$ cat src/rtl/keypad_scanner_pkg.sv
// Shared types for the keypad scanner: scan FSM encoding and event-width helpers.
package keypad_pkg;

  typedef enum logic [1:0] {
    ST_SETTLE = 2'd0,
    ST_SAMPLE = 2'd1,
    ST_WAIT   = 2'd2
  } scan_state_e;

  // Index width for n items, never narrower than one bit.
  function automatic int key_width(input int n);
    return (n > 1) ? $clog2(n) : 1;
  endfunction

  // An event is {release, code}.
  function automatic int key_event_w(input int key_w);
    return key_w + 1;
  endfunction

endpackage

$ cat src/rtl/keypad_scanner_if.sv
// Key-event stream between the scanner (master) and its consumer (slave).
// An event transfers on a cycle where key_valid & key_ready; while key_valid=1 and
// key_ready=0 the master holds key_code/key_release stable, and key_valid never drops without a transfer.
interface keypad_if #(
  parameter int KEY_W = 4
) ();
  logic             key_valid;
  logic             key_ready;
  logic [KEY_W-1:0] key_code;
  logic             key_release;

  modport master (output key_valid, key_code, key_release, input key_ready);
  modport slave  (input key_valid, key_code, key_release, output key_ready);
endinterface

$ cat src/rtl/keypad_scanner_sync_fifo.sv
// Small synchronous FIFO with first-word-fall-through output; a pop frees a slot for a same-cycle push.
module sync_fifo #(
  parameter int WIDTH = 5,
  parameter int DEPTH = 4
) (
  input  logic             clk,
  input  logic             rst_n,
  input  logic             push,
  input  logic [WIDTH-1:0] din,
  output logic             full,
  input  logic             pop,
  output logic             empty,
  output logic [WIDTH-1:0] dout
);
  localparam int AW = $clog2(DEPTH);

  logic [WIDTH-1:0] mem_q [DEPTH];
  logic [AW:0]      wr_ptr_q, wr_ptr_d;
  logic [AW:0]      rd_ptr_q, rd_ptr_d;
  logic             do_push, do_pop;

  assign empty   = (wr_ptr_q == rd_ptr_q);
  assign full    = (wr_ptr_q[AW] != rd_ptr_q[AW]) && (wr_ptr_q[AW-1:0] == rd_ptr_q[AW-1:0]);
  assign do_pop  = pop & ~empty;
  assign do_push = push & (~full | do_pop);
  assign dout    = mem_q[rd_ptr_q[AW-1:0]];

  always_comb begin
    wr_ptr_d = wr_ptr_q;
    rd_ptr_d = rd_ptr_q;
    if (do_push) wr_ptr_d = wr_ptr_q + 1'b1;
    if (do_pop)  rd_ptr_d = rd_ptr_q + 1'b1;
  end

  always_ff @(posedge clk or negedge rst_n) begin
    if (!rst_n) begin
      wr_ptr_q <= '0;
      rd_ptr_q <= '0;
    end else begin
      wr_ptr_q <= wr_ptr_d;
      rd_ptr_q <= rd_ptr_d;
    end
  end

  always_ff @(posedge clk) begin
    if (do_push) mem_q[wr_ptr_q[AW-1:0]] <= din;
  end

endmodule

$ cat src/rtl/keypad_scanner.sv
// Matrix keypad scanner: column drive, row sync, per-key debounce, press/release events via FIFO.
module keypad_scanner
  import keypad_pkg::*;
#(
  parameter int NUM_ROWS       = 4,
  parameter int NUM_COLS       = 4,
  parameter int SCAN_INTERVAL  = 100_000,
  parameter int SAMPLE_DELAY   = 5_000,
  parameter int DEBOUNCE_SCANS = 4,
  parameter int FIFO_DEPTH     = 4
) (
  input  logic                         clk,
  input  logic                         rst_n,
  input  logic [NUM_ROWS-1:0]          row,
  output logic [NUM_COLS-1:0]          col,
  keypad_if.master                     kif,
  output logic [NUM_ROWS*NUM_COLS-1:0] keys_down,
  output logic                         overflow,
  input  logic                         overflow_clr,
  output scan_state_e                  dbg_state
);
  localparam int NUM_KEYS = NUM_ROWS * NUM_COLS;
  localparam int KEY_W    = key_width(NUM_KEYS);
  localparam int EV_W     = key_event_w(KEY_W);
  localparam int TW       = $clog2(SCAN_INTERVAL + 1);
  localparam int CW       = $clog2(DEBOUNCE_SCANS + 1);
  localparam int CIW      = key_width(NUM_COLS);
  localparam int RIW      = key_width(NUM_ROWS);

  logic [NUM_ROWS-1:0] row_s1_q, row_s2_q;
  logic [NUM_ROWS-1:0] row_capt_q, row_capt_d;
  logic [TW-1:0]       timer_q, timer_d;
  logic [CIW-1:0]      col_idx_q, col_idx_d;
  logic [RIW-1:0]      row_idx_q, row_idx_d;
  logic [NUM_COLS-1:0] col_q, col_d;
  scan_state_e         state_q, state_d;
  logic [NUM_KEYS-1:0] keys_down_q, keys_down_d;
  logic [CW-1:0]       cnt_q [NUM_KEYS];
  logic [CW-1:0]       cnt_d [NUM_KEYS];
  logic                overflow_q, overflow_d;

  logic                slot_end;
  logic [KEY_W-1:0]    key_idx;
  logic                raw;
  logic                ev_push;
  logic [EV_W-1:0]     ev_din, fifo_dout;
  logic                fifo_full, fifo_empty, fifo_pop;

  assign slot_end = (timer_q == TW'(SCAN_INTERVAL - 1));
  assign key_idx  = KEY_W'(row_idx_q) * KEY_W'(NUM_COLS) + KEY_W'(col_idx_q);
  assign raw      = ~row_capt_q[row_idx_q];

  // Scan FSM: the timer free-runs over the slot, the state only picks where we are in it.
  always_comb begin
    state_d    = state_q;
    row_idx_d  = row_idx_q;
    row_capt_d = row_capt_q;
    col_idx_d  = col_idx_q;
    timer_d    = slot_end ? '0 : timer_q + 1'b1;
    case (state_q)
      ST_SETTLE: begin
        if (timer_q == TW'(SAMPLE_DELAY)) begin
          row_capt_d = row_s2_q;
          row_idx_d  = '0;
          state_d    = ST_SAMPLE;
        end
      end
      ST_SAMPLE: begin
        if (row_idx_q == RIW'(NUM_ROWS - 1)) state_d = ST_WAIT;
        else                                 row_idx_d = row_idx_q + 1'b1;
      end
      ST_WAIT: begin
        if (slot_end) begin
          col_idx_d = (col_idx_q == CIW'(NUM_COLS - 1)) ? '0 : col_idx_q + 1'b1;
          state_d   = ST_SETTLE;
        end
      end
      default: state_d = ST_SETTLE;
    endcase
    for (int c = 0; c < NUM_COLS; c++) col_d[c] = (col_idx_d != CIW'(c));
  end

  // Debounce one key per SAMPLE cycle; a flip is committed even when its event is dropped.
  always_comb begin
    keys_down_d = keys_down_q;
    cnt_d       = cnt_q;
    ev_push     = 1'b0;
    ev_din      = '0;
    if (state_q == ST_SAMPLE) begin
      if (raw == keys_down_q[key_idx]) begin
        cnt_d[key_idx] = '0;
      end else if (cnt_q[key_idx] == CW'(DEBOUNCE_SCANS - 1)) begin
        keys_down_d[key_idx] = raw;
        cnt_d[key_idx]       = '0;
        ev_push              = 1'b1;
        ev_din               = {~raw, key_idx};
      end else begin
        cnt_d[key_idx] = cnt_q[key_idx] + 1'b1;
      end
    end
  end

  assign fifo_pop = kif.key_ready & ~fifo_empty;

  always_comb begin
    overflow_d = overflow_q;
    if (overflow_clr)                       overflow_d = 1'b0;
    if (ev_push && fifo_full && !fifo_pop)  overflow_d = 1'b1;
  end

  always_ff @(posedge clk or negedge rst_n) begin
    if (!rst_n) begin
      row_s1_q    <= '1;
      row_s2_q    <= '1;
      row_capt_q  <= '1;
      timer_q     <= '0;
      col_idx_q   <= '0;
      row_idx_q   <= '0;
      col_q       <= '1;
      state_q     <= ST_SETTLE;
      keys_down_q <= '0;
      cnt_q       <= '{default: '0};
      overflow_q  <= 1'b0;
    end else begin
      row_s1_q    <= row;
      row_s2_q    <= row_s1_q;
      row_capt_q  <= row_capt_d;
      timer_q     <= timer_d;
      col_idx_q   <= col_idx_d;
      row_idx_q   <= row_idx_d;
      col_q       <= col_d;
      state_q     <= state_d;
      keys_down_q <= keys_down_d;
      cnt_q       <= cnt_d;
      overflow_q  <= overflow_d;
    end
  end

  sync_fifo #(
    .WIDTH (EV_W),
    .DEPTH (FIFO_DEPTH)
  ) u_fifo (
    .clk   (clk),
    .rst_n (rst_n),
    .push  (ev_push),
    .din   (ev_din),
    .full  (fifo_full),
    .pop   (fifo_pop),
    .empty (fifo_empty),
    .dout  (fifo_dout)
  );

  // Head fields read as zero when empty so stale slots never show.
  assign kif.key_valid                    = ~fifo_empty;
  assign {kif.key_release, kif.key_code}  = fifo_empty ? '0 : fifo_dout;

  assign col       = col_q;
  assign keys_down = keys_down_q;
  assign overflow  = overflow_q;
  assign dbg_state = state_q;

endmodule

$ cat src/flat_wrapper.sv
// flat-port wrapper written by rule: the top's interface ports become plain ports
module keypad_scanner_flat import keypad_pkg::*;
#(
  parameter int NUM_ROWS       = 4,
  parameter int NUM_COLS       = 4,
  parameter int SCAN_INTERVAL  = 100_000,
  parameter int SAMPLE_DELAY   = 5_000,
  parameter int DEBOUNCE_SCANS = 4,
  parameter int FIFO_DEPTH     = 4
)
  (clk, rst_n, row, col, keys_down, overflow, overflow_clr, dbg_state, kif_key_valid, kif_key_code, kif_key_release, kif_key_ready);
  keypad_if #(.KEY_W((4))) kif_i ();
  input  logic clk;
  input  logic rst_n;
  input  logic [NUM_ROWS-1:0] row;
  output logic [NUM_COLS-1:0] col;
  output logic [NUM_ROWS*NUM_COLS-1:0] keys_down;
  output logic overflow;
  input  logic overflow_clr;
  output scan_state_e dbg_state;
  output wire logic [$bits(kif_i.key_valid)-1:0] kif_key_valid;
  output wire logic [$bits(kif_i.key_code)-1:0] kif_key_code;
  output wire logic [$bits(kif_i.key_release)-1:0] kif_key_release;
  input wire logic [$bits(kif_i.key_ready)-1:0] kif_key_ready;
  assign kif_key_valid = kif_i.key_valid;
  assign kif_key_code = kif_i.key_code;
  assign kif_key_release = kif_i.key_release;
  assign kif_i.key_ready = kif_key_ready;
  keypad_scanner #(.NUM_ROWS(NUM_ROWS), .NUM_COLS(NUM_COLS), .SCAN_INTERVAL(SCAN_INTERVAL), .SAMPLE_DELAY(SAMPLE_DELAY), .DEBOUNCE_SCANS(DEBOUNCE_SCANS), .FIFO_DEPTH(FIFO_DEPTH)) u_core (.clk(clk), .rst_n(rst_n), .row(row), .col(col), .kif(kif_i), .keys_down(keys_down), .overflow(overflow), .overflow_clr(overflow_clr), .dbg_state(dbg_state));
endmodule
$ cat config.mk
export PLATFORM = sky130hd
export DESIGN_NAME = keypad_scanner_flat
export DESIGN_NICKNAME = d
export VERILOG_FILES = /design/src/rtl/keypad_scanner_pkg.sv /design/src/rtl/keypad_scanner_if.sv /design/src/rtl/keypad_scanner_sync_fifo.sv /design/src/rtl/keypad_scanner.sv /design/src/flat_wrapper.sv
export SDC_FILE = /design/constraint.sdc
export NUM_CORES = 1
export LEC_CHECK = 0
export BUFFER_PORTS_ARGS = -buffer_cell sky130_fd_sc_hd__buf_2
export CORE_UTILIZATION = 50
export DETAILED_ROUTE_END_ITERATION = 8
export PLACE_DENSITY_LB_ADDON = 0.2
export SETUP_SLACK_MARGIN = 0.02
export SKIP_LAST_GASP = 1
export SLEW_MARGIN = 20
export SYNTH_ARGS = -nofsm -noshare
export SYNTH_HDL_FRONTEND = slang
export SYNTH_SLANG_ARGS = --single-unit
$ cat constraint.sdc
create_clock -name clk -period 3.5 [get_ports clk]
set_input_delay 0.7 -clock clk [delete_from_list [all_inputs] [get_ports clk]]
set_output_delay 0.7 -clock clk [all_outputs]
set_load 0.1 [all_outputs]
==> summary.md, run 1 <==
| Metric | Value |
|---|---|
| Grt total ovfl | `0` |
| Clock-pin slew on the worst setup and hold paths | `60 ps` |
| Fmax | `0.316 GHz` |
| Synth Warn # | `0` |
| Placed Area | `0.00645 mm²` |
| Finished Core Util | `0.609` |
| Nets | `588` |
| Area growth syn-to-layout | `16.3%` |
| Core Area | `0.0116 mm²` |
| Share of layout cells above drive strength 1 | `0.241` |
| Sequential share of the synthesized area | `0.554` |
| Antenna violations before repair | `0` |
| Fin crit period | `3160 ps` |
| Most used DFF post-synth | `dfrtp_1` |
| Drt wl/cell | `18.3 µm` |
| Yosys top cell by area | `dfrtp_1` |
| Row count | `39` |
| Post-Syn Area | `0.00608 mm²` |
| Leak pwr | `3.05 nW` |
| Global-route wire length before repair | `21,900 µm` |
| DRC viols | `2` |
| Synthesized area per cell | `11.7 µm²` |
| ANT nets after route | `0` |
| Die area | `0.0126 mm²` |
| Post-Syn Instances | `521` |
| Initial Utilization | `0.524` |
| Pre-Repair DR Iteration Count | `6` |
| Final hold vios | `0` |
| Critical Path RT | `3790 ps` |
| Setup TNS after final layout | `0 ps` |
| Worst-Skew Late Latency | `420 ps` |
| Area contributors post-synth | `dfrtp_1 (39%), edfxtp_1 (9.9%), mux4_2 (8.5%)` |
| Skew final | `13.8 ps` |
| Area share of the largest cell type after synthesis | `0.387` |
| Crit path capture type | `flip-flop` |
| Tot Pwr | `3.60 mW` |
| Max FO, Critical Path | `16` |
| Reg2reg start | `u_core.col_idx_q[0]` |
| # IOs | `37` |
| Failing checks | `design-rule violations` |
| #FFs+latches synth | `130` |
| Detailed Route Iter0 Violations | `343` |
| Largest net degree at the start of global routing | `76` |
| Worst-Margin Slew | `684 ps` |
| Worst slack, placed | `353 ps` |
| Tcrit/Tclk final | `0.904` |
| Max Cap Viol | `0` |
| Post-CTS Setup Bufs | `0` |
| DP HPWL | `9140 µm` |
| H-tree depth | `4` |
| Via-per-instance ratio | `5.93` |
| Power density cells | `509 mW/mm²` |
| Port Buffers | `36` |
| Clock tree sinks | `130` |
| Post-CTS resize count | `0` |
| CTS tree | `done` |
| WL final | `13,100 µm` |
| Max Buffers Root-to-Sink | `2` |
| Status | `finished with violations` |
| Crit Path Class | `flip-flop to flip-flop` |
| Worst hold path class | `input port to asynchronous set/reset pin` |
| FILL cells | `935` |
| Die X-Extent | `112 µm` |
| Root buffer cell | `clkbuf_16` |
| Post-Place Cells | `687` |
| Setup-failing EPs final | `0` |
| Startpoint types | `flip-flop` |
| Netlist cell types | `44` |
| Die height | `112 µm` |
| Final Max Tran Viols | `0` |
| Data arrival, critical path | `3450 ps` |
| Finished Layout Cells | `719` |
| # diodes | `0` |
| GRT Total Usage | `0.229` |
| Synth Net Count | `546` |
| Ys async rst share | `0.846` |
| CTS buffer count | `17` |
| Crit path launch | `u_core.col_idx_q[0]` |
| Slew HR | `0.544` |
| Unrepaired setup endpoints after global routing | `false` |
| Fin Hold WS | `241 ps` |
| Vias in the first global route | `4,183` |
| Placer's final routability congestion estimate | `0.843` |
| Final instance area | `0.00707 mm²` |
| VDD IR max | `0.000456 V` |
| Hold Buf Count CTS | `0` |
| Total number of vias | `4,266` |
| Final WS setup | `338 ps` |
| Post-synth EDFFs | `20` |
per-layer routing:
layer / vias to the layer above / global-route usage / part of all wire
met5: - / 0 / 0
met4: 0 / 0.110 / 0.026
met3: 25 / 0.0535 / 0.050
met2: 132 / 0.351 / 0.47
met1: 2139 / 0.312 / 0.45
li1: 1970 / - / -
state kept, by name, indices dropped and copies added (netlist names):
| register | count |
|---|---|
| u_core.overflow | 1 |
| u_core.row_capt_q | 4 |
| u_core.col_idx_q | 2 |
| u_core.row_s1_q | 4 |
| u_core.row_s2_q | 4 |
| u_core.cnt_q | 48 |
| u_core.u_fifo.wr_ptr_q | 3 |
| u_core.u_fifo.mem_q | 20 |
| u_core.keys_down | 16 |
| u_core.timer_q | 17 |
| u_core.row_idx_q | 2 |
| u_core.dbg_state | 2 |
| u_core.u_fifo.rd_ptr_q | 3 |
| u_core.col | 4 |
final cells by class:
type	count	area, µm²	area share
sequential	130	3370	0.477
clock inverter	11	150	0.0212
tap	143	179	0.0253
timing repair buffer	50	313	0.0442
multi-input combinational	350	2530	0.358
inverter	14	52.6	0.00743
clock buffer	21	472	0.0667
cells by family after synthesis:
kind of cell	Yosys count	synth area share
buf+inv	41	0.0290
xor+xnor	22	0.0329
simple gates	168	0.132
flops	130	0.554
fa+ha+maj	17	0.0350
mux	37	0.115
compound gates	106	0.102
cells in the mapped netlist (2+ instances only):
cell type  instances
dfrtp_1           94
nand2_1           68
o21ai_0           58
nand3_1           37
clkbuf_1          23
mux4_2            23
nor2_1            22
edfxtp_1          20
ha_1              17
a21oi_1           16
dfstp_2           16
inv_1             13
xnor2_1           13
a31oi_1           12
o21ai_2           10
and2_1             9
and3_1             8
xor2_1             8
mux2_2             7
a41oi_1            5
mux2i_1            5
nand4_1            5
buf_6              3
nor2b_1            3
mux4_1             2
nand2b_1           2
nor3_1             2
nor4b_1            2
nor4bb_1           2
or4_1              2
power by group:
group	internal, mW	switching, mW
clock network	1.18	0.659
registers	1.56	0.0454
logic	0.0645	0.0916
total	2.81	0.796
worst max-delay path: stages (launching register included):
cell     delay, ps
dfrtp_1        320
buf_4          270
mux4_2         550
mux4_2         490
ha_1           220
ha_1           240
and2_1         240
and2_1         220
and3_1         290
xor2_1         170
path summary, 6_finish.rpt:
kind                            slack [ps]  cells after the start                        end
worst max-delay path                   340                      9  u_core.u_fifo.wr_ptr_q[2]
worst min-delay path                   240                      1           u_core.cnt_q[17]
worst max register to register         340                      9  u_core.u_fifo.wr_ptr_q[2]
worst min register to register         360                      0         u_core.row_s2_q[0]
max in group asynchronous             2480                      2         u_core.row_s1_q[0]
min in group clk                       360                      0         u_core.row_s2_q[0]
layout by cell type (no fill, tap or decap), types with 3 or more instances in the layout:
cell / netlist / routed
a21oi_1: 16 / 16
a31oi_1: 12 / 12
a41oi_1: 5 / 5
and2_1: 9 / 9
and3_1: 8 / 8
buf_2: 0 / 35
buf_4: 0 / 13
bufinv_16: 0 / 3
clkbuf_16: 0 / 18
clkinvlp_4: 0 / 3
dfrtp_1: 94 / 94
dfstp_2: 16 / 16
edfxtp_1: 20 / 20
ha_1: 17 / 17
inv_1: 13 / 13
mux2_2: 7 / 7
mux2i_1: 5 / 5
mux4_2: 23 / 23
nand2_1: 68 / 68
nand3_1: 37 / 37
nand4_1: 5 / 5
nor2_1: 22 / 22
nor2b_1: 3 / 3
o21ai_0: 58 / 58
o21ai_2: 10 / 10
xnor2_1: 13 / 13
xor2_1: 8 / 8
No activity file was read; power rests on OpenSTA's default activity.
==> run 2, diff against run 1 <==
--- a/config.mk
+++ b/config.mk
@@ -5,10 +5,11 @@
 export SDC_FILE = /design/constraint.sdc
 export NUM_CORES = 1
 export LEC_CHECK = 0
+export ABC_CLOCK_PERIOD_IN_PS = 3500
 export BUFFER_PORTS_ARGS = -buffer_cell sky130_fd_sc_hd__buf_2
 export CORE_UTILIZATION = 50
 export DETAILED_ROUTE_END_ITERATION = 8
-export PLACE_DENSITY_LB_ADDON = 0.2
+export PLACE_DENSITY = 0.7
 export SETUP_SLACK_MARGIN = 0.02
 export SKIP_LAST_GASP = 1
 export SLEW_MARGIN = 20
==> run 2 against run 1 <==
  * Non-clock buffer count fell by 1
  * Largest power group unchanged
  * Largest cell class unchanged
  * Critical path type unchanged
  * Setup slack improved by 97 ps
  * Sequential power barely moved
  * The flow still finishes with violations (design-rule violations)
==> summary.md, run 2 (synthesis gave the netlist of run 1 again) <==
| Metric | Value |
|---|---|
| Top register by number of flip-flops | `u_core.cnt_q (unchanged)` |
| Unrepaired setup endpoints after global routing | `false (unchanged)` |
| Nets | `587 (was 588)` |
| Die X-Extent | `112 µm (unchanged)` |
| Status | `finished with violations (unchanged)` |
| Setup-failing EPs final | `0 (unchanged)` |
| Max Cap Viol | `0 (unchanged)` |
| Post-CTS resize count | `0 (unchanged)` |
| Slew HR | `0.471 (was 0.544)` |
| Die area | `0.0126 mm² (unchanged)` |
| Grt total ovfl | `0 (unchanged)` |
| DP HPWL | `8800 µm (was 9140 µm)` |
| Global-route wire length before repair | `22,200 µm (was 21,900 µm)` |
| Die height | `112 µm (unchanged)` |
| Crit Path Class | `flip-flop to flip-flop (unchanged)` |
| Hold Buf Count CTS | `0 (unchanged)` |
| Row count | `39 (unchanged)` |
| Most common cell after layout, fill and taps aside | `dfrtp_1 (unchanged)` |
| Worst-Margin Slew | `793 ps (was 684 ps)` |
| CP max stage cell | `mux4_2 (unchanged)` |
| Startpoint types | `flip-flop (unchanged)` |
| Power density cells | `508 mW/mm² (was 509 mW/mm²)` |
| Final WS setup | `434 ps (was 338 ps)` |
| Critical Path RT | `3790 ps (about the same)` |
| Fin crit period | `3070 ps (was 3160 ps)` |
| Max FO, Critical Path | `22 (was 16)` |
| Via-per-instance ratio | `5.91 (was 5.93)` |
| Drt wl/cell | `18.4 µm (was 18.3 µm)` |
| Pre-Repair DR Iteration Count | `8 (was 6)` |
| Skew final | `8.28 ps (was 13.8 ps)` |
| Clock-pin slew on the worst setup and hold paths | `60 ps (about the same)` |
| Final hold vios | `0 (unchanged)` |
| Crit path capture type | `flip-flop (unchanged)` |
| H-tree depth | `4 (unchanged)` |
| Placer's final routability congestion estimate | `0.808 (was 0.843)` |
| Tcrit/Tclk final | `0.876 (was 0.904)` |
| Antenna violations before repair | `0 (unchanged)` |
| Core Area | `0.0116 mm² (unchanged)` |
| Worst-Skew Late Latency | `420 ps (about the same)` |
| WL final | `13,200 µm (was 13,100 µm)` |
| Clock tree sinks | `130 (unchanged)` |
| Worst path cell trace | `buf_12, mux4_2, mux4_2, ha_1, ha_1, and2_1, buf_4, and2_1, a31oi_1, a21oi_1 (was buf_4, mux4_2, mux4_2, ha_1, ha_1, and2_1, and2_1, and3_1, xor2_1)` |
| Total number of vias | `4,242 (was 4,266)` |
| Post-CTS Setup Bufs | `0 (unchanged)` |
| Leak pwr | `3.04 nW (was 3.05 nW)` |
| CTS tree | `done (unchanged)` |
| Area growth syn-to-layout | `16.0% (was 16.3%)` |
| Final Max Tran Viols | `0 (unchanged)` |
| Setup TNS after final layout | `0 ps (unchanged)` |
| Fmax | `0.326 GHz (was 0.316 GHz)` |
| Worst slack, placed | `468 ps (was 353 ps)` |
| Share of layout cells above drive strength 1 | `0.240 (was 0.241)` |
| Commonest non-fill, non-tap cells in the layout | `dfrtp_1 (94), nand2_1 (68), o21ai_0 (58) (unchanged)` |
| Worst hold path class | `flip-flop to flip-flop (was input port to asynchronous set/reset pin)` |
| DRC viols | `2 (unchanged)` |
| Max reg flops | `48 (unchanged)` |
| Failing checks | `design-rule violations (unchanged)` |
| VDD IR max | `0.000443 V (was 0.000456 V)` |
| Critical Path Max Stage Delay | `520 ps (was 550 ps)` |
| # diodes | `0 (unchanged)` |
| Finished Core Util | `0.608 (was 0.609)` |
| Port Buffers | `36 (unchanged)` |
| Largest net degree at the start of global routing | `64 (was 76)` |
| Initial Utilization | `0.524 (unchanged)` |
| Max Buffers Root-to-Sink | `2 (unchanged)` |
| CTS buffer count | `17 (unchanged)` |
| GRT Total Usage | `0.231 (was 0.229)` |
| # IOs | `37 (unchanged)` |
| ANT nets after route | `0 (unchanged)` |
| Vias in the first global route | `4,246 (was 4,183)` |
| Root buffer cell | `clkbuf_16 (unchanged)` |
| Detailed Route Iter0 Violations | `379 (was 343)` |
| Data arrival, critical path | `3350 ps (was 3450 ps)` |
[run 2: changes by cell type in the layout (fill, tap and decap cells not counted), sizes merged]
cell / previous run / this run
clkinvlp: 3 / 2
inv: 15 / 20
buf: 50 / 49
clkinv: 4 / 3
clkbuf: 21 / 18
[run 2: routing by layer]
metal  global-route usage  share of wire  vias up
met3               0.0594          0.062       16
met1                0.304           0.43     2092
met2                0.381           0.49      166
met4               0.0693          0.013        0
met5                    0              0        -
li1                     -              -     1968
[run 2: through the flow]
| stage | instance area [µm²] | cells | total power [mW] | hold slack, ps |
|---|---|---|---|---|
| floorplan | 6090 | 521 | 1.74 | 345 |
| global placement | 6460 | 686 | 1.80 | 346 |
| detailed placement | 6460 | 686 | 1.80 | 349 |
| CTS | 7060 | 718 | 3.62 | 358 |
| global route | 7060 | 718 | 3.70 | 363 |
| finish | 7060 | 718 | 3.59 | 356 |
[run 2: worst paths after layout]
kind | cells past startpoint | slack [ps] | to | from
max in group asynchronous | 2 | 2340 | u_core.row_capt_q[3] | rst_n
hold reg to reg | 0 | 360 | u_core.row_s2_q[1] | u_core.row_s1_q[1]
hold / removal | 0 | 360 | u_core.row_s2_q[1] | u_core.row_s1_q[1]
setup / recovery | 10 | 430 | u_core.keys_down[3] | u_core.col_idx_q[0]
setup reg to reg | 10 | 430 | u_core.keys_down[3] | u_core.col_idx_q[0]
min in group asynchronous | 1 | 380 | u_core.cnt_q[8] | rst_n
[run 2: final cells by class]
| class | instances | area [µm²] |
|---|---|---|
| fill | 941 | 4550 |
| sequential | 130 | 3370 |
| multi-input combinational | 350 | 2530 |
| clock buffer | 18 | 429 |
| timing repair buffer | 49 | 318 |
| tap | 143 | 179 |
| clock inverter | 14 | 174 |
| inverter | 14 | 52.6 |
[run 2: power by group]
group | switching, mW | internal (mW)
clock network | 0.692 | 1.13
logic | 0.0932 | 0.0645
registers | 0.0480 | 1.56
total | 0.833 | 2.75
[run 2: critical path, delay by kind of cell, from the launching register on]
family                     cells  cell delay [ps]
DFF                            1              380
muxes                          2             1010
buffers and inverters          2              370
adders and majority gates      2              480
AOI/OAI and AO/OA              2              280
and+or+nand+nor                2              400
